==> src/rtl/word_pkg.sv <==
// Shared constants and controller state encoding for the word scroller.
// Reused by the scroll controller and its bench.
package word_pkg;

   localparam logic [7:0] ASCII_SPACE      = 8'h20;
   localparam logic [7:0] ASCII_UNDERSCORE = 8'h5F;

   typedef enum logic [1:0] {
      S_IDLE   = 2'd0,
      S_LOAD   = 2'd1,
      S_SCROLL = 2'd2,
      S_HOLD   = 2'd3
   } state_e;

endpackage

==> src/rtl/scroll_tick.sv <==
// Scroll-step prescaler: counts TICK_DIV enabled cycles, emits a 1-cycle tick.
// A synchronous restart returns the phase to zero and suppresses the tick.
module scroll_tick #(
   parameter int TICK_DIV = 4
) (
   input  logic clk_i,
   input  logic rst_ni,
   input  logic en_i,
   input  logic restart_i,
   output logic tick_o
);

   localparam int CW = (TICK_DIV > 1) ? $clog2(TICK_DIV) : 1;
   localparam logic [CW-1:0] LAST = CW'(TICK_DIV - 1);

   logic [CW-1:0] cnt_q, cnt_d;

   assign tick_o = en_i && !restart_i && (cnt_q == LAST);

   always_comb begin
      cnt_d = cnt_q;
      if (restart_i) begin
         cnt_d = '0;
      end else if (en_i) begin
         cnt_d = tick_o ? '0 : cnt_q + 1'b1;
      end
   end

   always_ff @(posedge clk_i or negedge rst_ni) begin
      if (!rst_ni) begin
         cnt_q <= '0;
      end else begin
         cnt_q <= cnt_d;
      end
   end

endmodule

==> src/rtl/word_scroller.sv <==
// Message buffer and scroll engine feeding the per-digit letter decoders.
// Optional WORD_SCROLL_BLINK_EN: blink the static (HOLD) display every TICK_DIV cycles.
module word_scroller
   import word_pkg::*;
#(
   parameter int NUM_DIGITS = 4,
   parameter int MSG_DEPTH  = 16,
   parameter int TICK_DIV   = 4
) (
   input  logic                    Clk,
   input  logic                    Rst_n,
   input  logic                    Clear,
   input  logic                    WrValid,
   output logic                    WrReady,
   input  logic [7:0]              WrChar,
   input  logic                    WrLast,
   input  logic                    Pause,
   output logic [8*NUM_DIGITS-1:0] Chars,
   output logic                    Busy
);

   localparam int AW = (MSG_DEPTH > 1) ? $clog2(MSG_DEPTH) : 1;
   localparam int LW = $clog2(MSG_DEPTH + 1);
   localparam int PW = $clog2(MSG_DEPTH + 2 * NUM_DIGITS);

   state_e                  state_q, state_d;
   logic [7:0]              buf_q [MSG_DEPTH];
   logic [7:0]              buf_d [MSG_DEPTH];
   logic [LW-1:0]           wr_idx_q, wr_idx_d;
   logic [LW-1:0]           len_q, len_d;
   logic [PW-1:0]           pos_q, pos_d;
   logic [8*NUM_DIGITS-1:0] chars_q, chars_d;
   logic                    blink_q, blink_d;

   logic                    wr_fire, last_beat, restart, tick_en, tick;
   logic [LW-1:0]           wr_inc;
   logic [PW-1:0]           l_q, l_d, idx;
   logic [8*NUM_DIGITS-1:0] win;

   assign WrReady   = ((state_q == S_IDLE) || (state_q == S_LOAD)) &&
                      (wr_idx_q < LW'(MSG_DEPTH));
   assign Busy      = (state_q != S_IDLE);
   assign Chars     = chars_q;
   assign wr_fire   = WrValid && WrReady;
   assign wr_inc    = wr_idx_q + 1'b1;
   assign last_beat = WrLast || (wr_idx_q == LW'(MSG_DEPTH - 1));
   assign restart   = Clear || (wr_fire && last_beat);
   assign l_q       = PW'(len_q) + PW'(NUM_DIGITS);

`ifdef WORD_SCROLL_BLINK_EN
   assign tick_en = ((state_q == S_SCROLL) && !Pause) || (state_q == S_HOLD);
`else
   assign tick_en = (state_q == S_SCROLL) && !Pause;
`endif

   scroll_tick #(
      .TICK_DIV(TICK_DIV)
   ) u_tick (
      .clk_i    (Clk),
      .rst_ni   (Rst_n),
      .en_i     (tick_en),
      .restart_i(restart),
      .tick_o   (tick)
   );

   always_comb begin
      state_d  = state_q;
      buf_d    = buf_q;
      wr_idx_d = wr_idx_q;
      len_d    = len_q;
      pos_d    = pos_q;
      blink_d  = blink_q;
      if (Clear) begin
         state_d  = S_IDLE;
         wr_idx_d = '0;
         len_d    = '0;
         pos_d    = '0;
         blink_d  = 1'b0;
      end else begin
         unique case (state_q)
            S_IDLE, S_LOAD: begin
               if (wr_fire) begin
                  buf_d[wr_idx_q[AW-1:0]] = WrChar;
                  wr_idx_d = wr_inc;
                  state_d  = S_LOAD;
                  if (last_beat) begin
                     len_d   = wr_inc;
                     pos_d   = '0;
                     blink_d = 1'b0;
                     state_d = (PW'(wr_inc) > PW'(NUM_DIGITS)) ?
                               S_SCROLL : S_HOLD;
                  end
               end
            end
            S_SCROLL: begin
               if (tick) begin
                  pos_d = (pos_q + 1'b1 == l_q) ? '0 : pos_q + 1'b1;
               end
            end
            S_HOLD: begin
`ifdef WORD_SCROLL_BLINK_EN
               if (tick) blink_d = ~blink_q;
`endif
            end
            default: state_d = S_IDLE;
         endcase
      end
   end

   // Window over message + NUM_DIGITS trailing spaces; pos 0 doubles as HOLD view.
   always_comb begin
      l_d = PW'(len_d) + PW'(NUM_DIGITS);
      idx = '0;
      win = '0;
      for (int i = 0; i < NUM_DIGITS; i++) begin
         idx = pos_d + PW'(i);
         if (idx >= l_d) idx = idx - l_d;
         win[8*(NUM_DIGITS-1-i) +: 8] = (idx < PW'(len_d)) ?
                                        buf_d[idx[AW-1:0]] : ASCII_SPACE;
      end
      chars_d = {NUM_DIGITS{ASCII_SPACE}};
      if (((state_d == S_SCROLL) || (state_d == S_HOLD)) && !blink_d) begin
         chars_d = win;
      end
   end

   always_ff @(posedge Clk or negedge Rst_n) begin
      if (!Rst_n) begin
         state_q  <= S_IDLE;
         wr_idx_q <= '0;
         len_q    <= '0;
         pos_q    <= '0;
         blink_q  <= 1'b0;
         chars_q  <= {NUM_DIGITS{ASCII_SPACE}};
         for (int i = 0; i < MSG_DEPTH; i++) buf_q[i] <= ASCII_SPACE;
      end else begin
         state_q  <= state_d;
         wr_idx_q <= wr_idx_d;
         len_q    <= len_d;
         pos_q    <= pos_d;
         blink_q  <= blink_d;
         chars_q  <= chars_d;
         for (int i = 0; i < MSG_DEPTH; i++) buf_q[i] <= buf_d[i];
      end
   end

endmodule

==> config.mk <==
export PLATFORM = sky130hd
export DESIGN_NAME = word_scroller
export DESIGN_NICKNAME = d
export VERILOG_FILES = /design/src/rtl/word_pkg.sv /design/src/rtl/scroll_tick.sv /design/src/rtl/word_scroller.sv
export SDC_FILE = /design/constraint.sdc
export NUM_CORES = 1
export LEC_CHECK = 0
export CORE_UTILIZATION = 31
export CTS_BUF_LIST = sky130_fd_sc_hd__clkbuf_16
export DETAILED_ROUTE_END_ITERATION = 10
export GPL_ROUTABILITY_DRIVEN = 0
export MAX_ROUTING_LAYER = met4
export PLACE_DENSITY = 0.53
export SLEW_MARGIN = 20
export SYNTH_ARGS = -nofsm -noshare
export SYNTH_HDL_FRONTEND = slang
export SYNTH_SLANG_ARGS = --single-unit
==> constraint.sdc <==
create_clock -name Clk -period 6.79 [get_ports Clk]
set_clock_uncertainty 0.15 [all_clocks]
set_input_delay 2.037 -clock Clk [delete_from_list [all_inputs] [get_ports Clk]]
set_output_delay 2.037 -clock Clk [all_outputs]
set_load 0.02 [all_outputs]
==> results of run 1 <==
[cell type report]
type	instances	area, um2
Sequential cell	180	4530
Tap cell	532	666
Multi-Input combinational cell	953	7790
Clock inverter	15	174
Clock buffer	17	425
Fill cell	4049	24900
Inverter	134	503
Timing Repair Buffer	229	2190
[logic make-up (layout without fill, tap and decap cells)]
logic type / count (synthesis) / after routing / synth area share
fa+ha+maj: 51 / 51 / 0.0512
simple gates: 307 / 307 / 0.108
mux: 257 / 257 / 0.242
xor+xnor: 32 / 32 / 0.0252
flops: 180 / 180 / 0.347
compound gates: 306 / 306 / 0.160
buf+inv: 219 / 395 / 0.0666
[cell usage after synthesis, types with 3 or more instances]
library cell | n | area share
a211oi_1 | 20 | 0.012
a21o_1 | 11 | 0.0063
a21oi_1 | 95 | 0.036
a221oi_1 | 13 | 0.0087
a22o_1 | 8 | 0.0054
a22oi_1 | 10 | 0.0058
a311oi_1 | 4 | 0.0027
a31oi_1 | 11 | 0.0053
a32o_1 | 5 | 0.0038
a32oi_1 | 4 | 0.0027
and2_1 | 13 | 0.0062
and3_1 | 10 | 0.0048
buf_1 | 6 | 0.0017
buf_2 | 23 | 0.0088
buf_4 | 3 | 0.0017
clkbuf_1 | 52 | 0.015
dfrtp_1 | 160 | 0.31
dfstp_2 | 20 | 0.040
fa_1 | 4 | 0.0061
ha_1 | 47 | 0.045
inv_1 | 129 | 0.037
inv_2 | 5 | 0.0014
mux2_2 | 41 | 0.035
mux2i_1 | 173 | 0.13
mux4_2 | 41 | 0.071
nand2_1 | 125 | 0.036
nand2b_1 | 11 | 0.0053
nand3_1 | 24 | 0.0092
nand4_1 | 3 | 0.0014
nor2_1 | 75 | 0.022
nor2b_1 | 8 | 0.0038
nor3_1 | 12 | 0.0046
o2111ai_1 | 7 | 0.0047
o211ai_1 | 28 | 0.016
o21ai_0 | 44 | 0.017
o21ai_2 | 3 | 0.0020
o22ai_1 | 11 | 0.0053
o2bb2ai_1 | 4 | 0.0027
or2_2 | 5 | 0.0024
or3_1 | 7 | 0.0034
xnor2_1 | 21 | 0.014
xor2_1 | 8 | 0.0054
[repair_timing]
| action | in CTS | in global routing |
|---|---|---|
| endpoints found under the setup margin | 0 | 28 |
| resized for setup | 0 | 14 |
| buffers inserted | 0 | 1 |
[sequential cells by signal, indices dropped and copies added (netlist names)]
| register | count |
|---|---|
| buf_q | 128 |
| state_q | 2 |
| pos_q | 5 |
| Chars | 32 |
| wr_idx_q | 5 |
| u_tick.cnt_q | 2 |
| len_q | 5 |
| blink_q | 1 |
[cells in the final DEF (no fill, tap or decap), types with 23 or more instances in the layout]
cell type | synthesis | routed
inv_1 | 129 | 129
buf_12 | 0 | 27
mux2i_1 | 173 | 169
o211ai_1 | 28 | 28
ha_1 | 47 | 46
mux2_2 | 41 | 41
mux4_2 | 41 | 41
dfrtp_1 | 160 | 160
clkdlybuf4s50_1 | 0 | 45
nor2_1 | 75 | 72
o21ai_0 | 44 | 43
buf_4 | 3 | 153
nand3_1 | 24 | 23
a21oi_1 | 95 | 94
nand2_1 | 125 | 125
[metal layers]
layer / up-vias / share of wire
li1: 5165 / -
met1: 5763 / 0.43
met2: 452 / 0.47
met3: 98 / 0.068
met4: 0 / 0.031
met5: - / 0
[power groups by stage]
stage,clock network [mW],registers [mW],logic (mW)
floorplan,0,1.21,0.430
global placement,0,1.21,0.703
detailed placement,0,1.21,0.710
CTS,1.06,1.19,0.714
global route,1.10,1.19,0.782
finish,1.04,1.19,0.723
[worst register-to-register path, delay by kind of cell, from the launching register on]
| family | cells | cell delay, ns |
|---|---|---|
| multiplexers | 1 | 0.34 |
| XOR/XNOR | 1 | 0.22 |
| flip-flops | 1 | 0.46 |
| adder cells (fa/ha/maj) | 5 | 1.26 |
| AND/OR/NAND/NOR | 6 | 1.50 |
| AO/OA/AOI/OAI | 7 | 1.02 |
| buffers and inverters | 3 | 0.45 |
[final timing paths]
kind / from / end / slack [ns] / depth (start not counted)
worst max-delay path: WrValid / Chars[30]$_DFF_PN0_ / 0.27 / 22
worst min-delay path: blink_q$_DFF_PN0_ / blink_q$_DFF_PN0_ / 0.34 / 1
worst max register to register: wr_idx_q[0]$_DFFE_PN0P_ / Chars[23]$_DFF_PN0_ / 1.34 / 23
worst min register to register: blink_q$_DFF_PN0_ / blink_q$_DFF_PN0_ / 0.34 / 1
max in group asynchronous: Rst_n / buf_q[11]$_DFF_PN0_ / 3.85 / 2
min in group asynchronous: Rst_n / buf_q[67]$_DFF_PN0_ / 1.50 / 1
[stage by stage]
| step | power, mW | setup slack [ns] | std cells |
|---|---|---|---|
| 2_1_floorplan | 1.64 | 0.0145 | 1352 |
| 3_3_place_gp | 1.91 | -0.326 | 2027 |
| 3_5_place_dp | 1.92 | -0.334 | 2027 |
| 4_1_cts | 2.96 | 0.121 | 2059 |
| 5_1_grt | 3.07 | 0.00673 | 2060 |
| 6_report | 2.95 | 0.266 | 2060 |
==> impl_metrics.csv, run 1 <==
group,metric,value,unit
job,cap_violations,0,
hold_path,hold_class,"flop to flop",
pwr,powerDensity,181,nW/um2
timing,finalSetupViolCount,0,
grt,antenna_found_initial,0,
route,totalWireLength,46.5,mm
logic_synthesis,ys_types,80,
clock_network,clockBufferDepth,2,
timing,tightest_slew,0.982,ns
outcome,status,"completed",
logic_synthesis,syn-num-nets,1417,
pwr,power_frac_clock,0.353,
timing,holdWs,0.342,ns
critical_path,crit_type,"input pin to flop",
logic_synthesis,syn_inst,1352,
grt,use_met3,0.0482,
pwr,p_sw_frac,0.314,
logic_synthesis,async_flop_share,1.00,
critical_path,path_max_fanout,7,
grt,use_met1,0.287,
route,dr.pass1.iters,8,
route,routed_via_density,5.57,
critical_path,max_stage_delay,0.50,ns
clock_network,root_buffer,"clkbuf_16",
clock_network,cts_sinks,180,
timing,drv_slew,0,
critical_path,critPathCaptureType,"flop",
die,core_area,41200,um2
cells_and_area,nets,1580,
critical_path,path_cells,"clkdlybuf4s50_1 > nor3b_1 > o21ai_2 > buf_4 > nor2_1 > a21oi_1 > nor2_1 > ha_1 > nand2b_1 > buf_4 > a211oi_1 > o21ai_2 > buf_4 > buf_4 > o31ai_4 > ha_1 > nand4_1 > a21oi_1 > nor4b_4 > nand2_1 > buf_12 > o22ai_1",
critical_path,crit_top_cell,"buf_4",
pwr,pwr-share-seq,0.402,
die,die_h,207,um
cells_and_area,drive_above_1_share,0.242,
die,io_pins,48,
grt,first_global_vias,11500,
place,detailed_place.area,15600,um2
grt,grt_most_used_layer,"met2",
clock_network,ctsHoldBuffers,0,
critical_path,arrival,6.72,ns
logic_synthesis,synth-edff-count,0,
logic_synthesis,ys_warn_count,0,
route,final_antenna_net_count,0,
grt,grt_use_met2,0.355,
clock_network,cts_tree,"built",
critical_path,critical_path.startpoint_type,"input pin",
critical_path,cp_slowest_cell,"clkdlybuf4s50_1",
cells_and_area,final_util,0.395,
timing,grt_setup_unrepaired,"false",
place,port_buffers,47,
die,start_util,0.317,
route,route.vias.total,11500,
critical_path,critPathBufInv,6,
pwr,combPwrFrac,0.245,
critical_path,critPathTopFamily,"compound AO/OA/AOI/OAI gates",
route,wire_per_inst,22.6,um
route,drtIter0Drc,1259,
grt,grt_pass1_wl,71.1,mm
grt,grt_start_max_net_pins,96,
logic_synthesis,synth-seq-cells,180,
clock_network,cts-buffers-inserted,17,
pwr,p_leak,8.22,nW
critical_path,cp.required,6.99,ns
timing,fmax,153,MHz
clock_network,clkLatencyLatePin,0.47,ns
timing,slew_headroom,0.344,
die,die_area,42900,um2
timing,hold_viol,0,
cells_and_area,finalInstanceArea,16300,um2
place,dpl.hpwl,32.0,mm
cells_and_area,diodes,0,
grt,grt_remaining_overflow,0,
logic_synthesis,avgSynthCellArea,9.65,um2
pwr,switchingPower,925,uW
die,die_w,207,um
timing,fin_crit_sh,0.961,
route,drc,0,
logic_synthesis,mappedNetlistArea,13100,um2
clock_network,clkTransAtPathRegs,0.07,ns
cells_and_area,syn2layout_area_growth,24.7,%
clock_network,cts_htree_levels,4,
pwr,vdd_drop_max,0.000167,V
logic_synthesis,seq_area_frac_synth,0.347,
timing,min_period,6.52,ns
pwr,internal_power,2.02,mW
die,rows,74,
grt,track_usage,0.226,
logic_synthesis,synth_top_flop_cell,"dfrtp_1",
timing,fin_setup_tns,0,ns
Power figures use the tool's default switching activity.
==> run 2, diff against run 1 <==
==> constraint.sdc (replaced) <==
create_clock -name Clk -period 7.8 [get_ports Clk]
set_clock_uncertainty 0.15 [all_clocks]
set_input_delay 2.34 -clock Clk [delete_from_list [all_inputs] [get_ports Clk]]
set_output_delay 2.34 -clock Clk [all_outputs]
set_load 0.02 [all_outputs]
==> run 2 against run 1 <==
Net effect: critical path depth unchanged; cell area decreased by 6.6%; register-to-register slack improved by 0.49 ns; flip-flop and latch count unchanged; die area unchanged; sequential power decreased by 13%; clock power decreased by 11%; count of clock-buffer cells in the layout unchanged; core utilization decreased by 2.6 points; critical endpoint is now Chars[23]$_DFF_PN0_.
==> impl_metrics.csv, run 2 (synthesis results as in run 1) <==
group,metric,value,unit
timing,fin_setup_tns,0,ns
cells_and_area,final_common_cell,"mux2i_1",
clock_network,cts_setup_buffers,0,
die,core_area,41200,um2
cells_and_area,largest_reg_flops,128,
clock_network,root_buffer,"clkbuf_16",
place,pre_cts_ws,-0.0465,ns
clock_network,cts_tree,"built",
critical_path,arrival,7.71,ns
timing,fin_crit_sh,0.959,
clock_network,clkLatencyLatePin,0.46,ns
timing,tightest_slew,1.05,ns
critical_path,crit_type,"input pin to flop",
critical_path,critPathBufInv,4,
pwr,p_sw_frac,0.318,
route,wire_per_inst,23.3,um
die,die_w,207,um
timing,min_period,7.48,ns
cells_and_area,finalInstanceArea,15200,um2
pwr,switchingPower,810,uW
route,final_antenna_net_count,0,
pwr,vdd_drop_max,0.000130,V
place,detailed_place.area,14600,um2
cells_and_area,final_util,0.369,
hold_path,hold_class,"flop to flop",
pwr,pwr-share-seq,0.406,
route,drtIter0Drc,1053,
pwr,internal_power,1.74,mW
die,die_h,207,um
timing,drv_slew,0,
die,rows,74,
route,totalWireLength,45.6,mm
critical_path,critPathTopFamily,"simple AND/OR/NAND/NOR gates",
clock_network,clkTransAtPathRegs,0.07,ns
place,dpl.hpwl,30.2,mm
critical_path,cp.required,8.03,ns
route,routed_via_density,5.67,
critical_path,path_max_fanout,8,
critical_path,path_cells,"clkdlybuf4s50_1 > nor4bb_1 > and2_1 > o31ai_1 > and2_1 > nor2_1 > ha_1 > inv_1 > a211oi_1 > xor2_1 > ha_1 > or3_1 > o221ai_1 > buf_4 > mux2_2 > ha_1 > nor2b_1 > o21ai_0 > or4b_1 > buf_4 > a221o_1 > a21oi_1",
clock_network,cts_htree_levels,4,
timing,fmax,134,MHz
timing,grt_setup_unrepaired,"false",
die,io_pins,48,
critical_path,crit_top_cell,"ha_1",
place,port_buffers,47,
timing,finalSetupViolCount,0,
route,route.vias.total,11100,
die,start_util,0.317,
grt,antenna_found_initial,1,
timing,holdWs,0.333,ns
cells_and_area,final_cell_mix,"171 x mux2i_1, 160 x dfrtp_1, 129 x inv_1",
clock_network,ctsHoldBuffers,0,
critical_path,cp_slowest_cell,"nor4bb_1",
grt,grt_start_max_net_pins,85,
cells_and_area,n_fill_cell,4047,
clock_network,cts-buffers-inserted,17,
cells_and_area,nets,1476,
timing,hold_viol,0,
grt,track_usage,0.221,
clock_network,cts.repair.resized,0,
critical_path,critical_path.startpoint_type,"input pin",
grt,grt_pass1_wl,69.2,mm
job,cap_violations,0,
pwr,powerDensity,168,nW/um2
pwr,power_frac_clock,0.364,
die,die_area,42900,um2
clock_network,cts_sinks,180,
critical_path,critPathCaptureType,"flop",
timing,fin_ws,0.322,ns
outcome,status,"completed",
grt,first_global_vias,10800,
route,dr.pass1.iters,6,
route,drc,0,
cells_and_area,top_register,"buf_q",
grt,grt_remaining_overflow,0,
clock_network,clockBufferDepth,2,
timing,slew_headroom,0.300,
cells_and_area,syn2layout_area_growth,16.6,%
pwr,combPwrFrac,0.230,
cells_and_area,drive_above_1_share,0.177,
pwr,p_leak,7.63,nW
critical_path,max_stage_delay,0.48,ns
==> run 2: cell count changes in the layout (fill, tap and decap cells not counted), moves of 2 or more <==
cell,before,now
buf_6,2,0
inv_8,2,4
mux2i_2,2,0
nor2_1,72,74
buf_12,27,10
mux2i_1,169,171
buf_4,153,68
==> run 2: final timing paths <==
kind | startpoint | end | slack, ns | cells after the start
max in group asynchronous | Rst_n | buf_q[96]$_DFF_PN0_ | 4.41 | 2
hold / removal | blink_q$_DFF_PN0_ | blink_q$_DFF_PN0_ | 0.33 | 1
hold reg to reg | blink_q$_DFF_PN0_ | blink_q$_DFF_PN0_ | 0.33 | 1
min in group asynchronous | Rst_n | buf_q[83]$_DFF_PN0_ | 1.81 | 1
setup reg to reg | wr_idx_q[0]$_DFFE_PN0P_ | Chars[23]$_DFF_PN0_ | 1.83 | 22
setup / recovery | Pause | Chars[23]$_DFF_PN0_ | 0.32 | 22
==> run 2: layout make-up <==
type | count | area (um2) | share of cell area
Clock buffer | 17 | 425 | 0.0280
Multi-Input combinational cell | 953 | 7710 | 0.507
Timing Repair Buffer | 125 | 1180 | 0.0779
Tap cell | 532 | 666 | 0.0438
Clock inverter | 15 | 193 | 0.0127
Antenna cell | 1 | 2.50 | 0.000165
Sequential cell | 180 | 4530 | 0.298
Inverter | 134 | 503 | 0.0331
==> run 2: layer usage <==
| metal | vias to the layer above | track usage | routed length (um) |
|---|---|---|---|
| li1 | 4966 | - | - |
| met1 | 5501 | 0.289 | 19900 |
| met2 | 507 | 0.334 | 20500 |
| met3 | 113 | 0.0446 | 3490 |
| met4 | 0 | 0.0885 | 1660 |
| met5 | - | - | 0 |
==> run 2: power groups by stage <==
stage	Clock (mW)	Sequential, mW	Combinational (mW)
after floorplan	0	1.05	0.372
final	0.927	1.03	0.587
after global routing	0.978	1.04	0.640
after detailed placement	0	1.05	0.580
after CTS	0.947	1.03	0.583
after global placement	0	1.05	0.575
==> run 2: metrics by stage <==
step | power [mW] | cells
after floorplan | 1.42 | 1352
after global placement | 1.63 | 1924
after detailed placement | 1.63 | 1924
after CTS | 2.56 | 1956
after global routing | 2.66 | 1957
final | 2.55 | 1957
==> run 3, diff against run 2 <==
--- a/config.mk
+++ b/config.mk
@@ -11,6 +11,7 @@
 export GPL_ROUTABILITY_DRIVEN = 0
 export MAX_ROUTING_LAYER = met4
 export PLACE_DENSITY = 0.53
+export SETUP_SLACK_MARGIN = 0.3
 export SLEW_MARGIN = 20
 export SYNTH_ARGS = -nofsm -noshare
 export SYNTH_HDL_FRONTEND = slang
==> run 3 against run 2 <==
Net effect: sequential share of layout area is 0.11 points lower; power is 0.24% higher; register-to-register slack better by 0.18 ns; core utilization grew 0.13 points; critical endpoint unchanged; largest power group unchanged; highest routed layer unchanged.
==> impl_metrics.csv, run 3 (synthesis results as in run 1) <==
group,metric,value,unit
cells_and_area,largest_reg_flops,128,
cells_and_area,final_util,0.371,
timing,min_period,7.21,ns
pwr,powerDensity,167,nW/um2
critical_path,path_max_fanout,8,
timing,slew_headroom,0.248,
cells_and_area,fin_cells,1962,
timing,finalSetupViolCount,0,
grt,grt_pass1_wl,71.3,mm
critical_path,arrival,7.45,ns
cells_and_area,syn2layout_area_growth,17.0,%
timing,fin_setup_tns,0,ns
grt,antenna_found_initial,0,
timing,tightest_slew,1.12,ns
grt,first_global_vias,11200,
cells_and_area,diodes,0,
timing,holdWs,0.327,ns
hold_path,hold_class,"flop to flop",
die,die_area,42900,um2
outcome,status,"completed",
route,route.vias.total,11100,
die,start_util,0.317,
timing,grt_setup_unrepaired,"false",
cells_and_area,nets,1482,
die,die_h,207,um
place,dp.cells,1925,
route,wire_per_inst,23.6,um
pwr,p_leak,7.66,nW
route,dr.pass1.iters,5,
die,core_area,41200,um2
grt,track_usage,0.227,
clock_network,cts_sinks,180,
die,io_pins,48,
clock_network,cts_htree_levels,4,
critical_path,critPathCaptureType,"flop",
place,dpl.hpwl,30.8,mm
pwr,vdd_drop_max,0.000112,V
critical_path,cp.required,8.04,ns
cells_and_area,final_common_cell,"mux2i_1",
cells_and_area,top_register,"buf_q",
timing,drv_slew,0,
clock_network,clockBufferDepth,2,
clock_network,clkLatencyLatePin,0.46,ns
grt,grt_start_max_net_pins,72,
critical_path,rrSetupSlack,2.01,ns
clock_network,root_buffer,"clkbuf_16",
timing,fin_crit_sh,0.924,
cells_and_area,final_cell_mix,"170 x mux2i_1, 160 x dfrtp_1, 129 x inv_1",
route,totalWireLength,46.3,mm
route,drc,0,
timing,hold_viol,0,
place,port_buffers,47,
die,rows,74,
route,final_antenna_net_count,0,
critical_path,critical_path.startpoint_type,"input pin",
cells_and_area,drive_above_1_share,0.185,
clock_network,clkTransAtPathRegs,0.07,ns
clock_network,cts_tree,"built",
route,drtIter0Drc,1136,
timing,fmax,139,MHz
clock_network,cts-buffers-inserted,17,
critical_path,crit_type,"input pin to flop",
route,routed_via_density,5.64,
grt,grt_remaining_overflow,0,
die,die_w,207,um
job,cap_violations,0,
## run 3: changes by cell type in the layout (fill, tap and decap cells not counted), moves of 2 or more
cell,before,now
buf_12,10,8
a21oi_2,0,2
buf_6,0,3
inv_8,4,2
buf_4,68,73
## run 3: cell type report
type	count	area, um2
inverter	134	505
clock inverter	15	195
clock buffer	17	425
tap	532	666
fill	4043	25900
timing repair buffer	131	1220
sequential	180	4530
multi-input combinational	953	7730
## run 3: repair_timing
item                                    4_1_cts  5_1_grt
endpoints found under the setup margin        0       16
setup buffers                                 0        5
gates resized for setup                       0       12
hold buffers                                  0        0
## run 3: final timing paths
check | startpoint | to | cells after the start
setup / recovery | Pause | Chars[23]$_DFF_PN0_ | 24
hold / removal | blink_q$_DFF_PN0_ | blink_q$_DFF_PN0_ | 1
setup reg to reg | pos_q[0]$_DFF_PN0_ | Chars[12]$_DFF_PN0_ | 20
hold reg to reg | blink_q$_DFF_PN0_ | blink_q$_DFF_PN0_ | 1
max in group asynchronous | Rst_n | buf_q[22]$_DFF_PN0_ | 2
min in group asynchronous | Rst_n | buf_q[67]$_DFF_PN0_ | 1
## run 3: per-layer routing
layer,wire (um),share of wire,global-route usage,up-vias
met5,0,0,-,-
met4,1340,0.029,0.0780,0
met3,3790,0.082,0.0508,92
met2,20700,0.45,0.342,494
met1,20400,0.44,0.299,5505
li1,-,-,-,4974
## run 3: report_power, final
| group | total, mW | leakage [nW] | switching, mW | internal [mW] |
|---|---|---|---|---|
| Sequential | 1.03 | 2.40 | 0.0251 | 1.01 |
| Combinational | 0.594 | 4.97 | 0.351 | 0.243 |
| Clock | 0.927 | 0.296 | 0.440 | 0.487 |
| Total | 2.55 | 7.66 | 0.816 | 1.74 |
## run 3: metrics by stage
step                      area (um2)  setup slack, ns  total power [mW]
after floorplan                13100            0.377              1.42
after global placement         14600           0.0678              1.63
after detailed placement       14600          0.00595              1.63
after CTS                      15200            0.442              2.56
after global routing           15300            0.307              2.66
final                          15300            0.592              2.55
## run 3: critical path, stage by stage
cell and delay [ns]:
clkdlybuf4s50_1 0.45, nor4bb_1 0.30, buf_4 0.17, and2_1 0.14, o31ai_1 0.12, and2_4 0.20
nor2_1 0.13, ha_1 0.20, inv_1 0.08, a211oi_2 0.21, xor2_1 0.24, ha_1 0.30
or3_1 0.40, o221ai_2 0.12, mux2i_2 0.32, inv_2 0.06, ha_1 0.29, a21oi_1 0.15
nor2b_1 0.05, o21ai_0 0.11, or4b_1 0.47, buf_6 0.19, a221o_1 0.26, a21oi_1 0.10
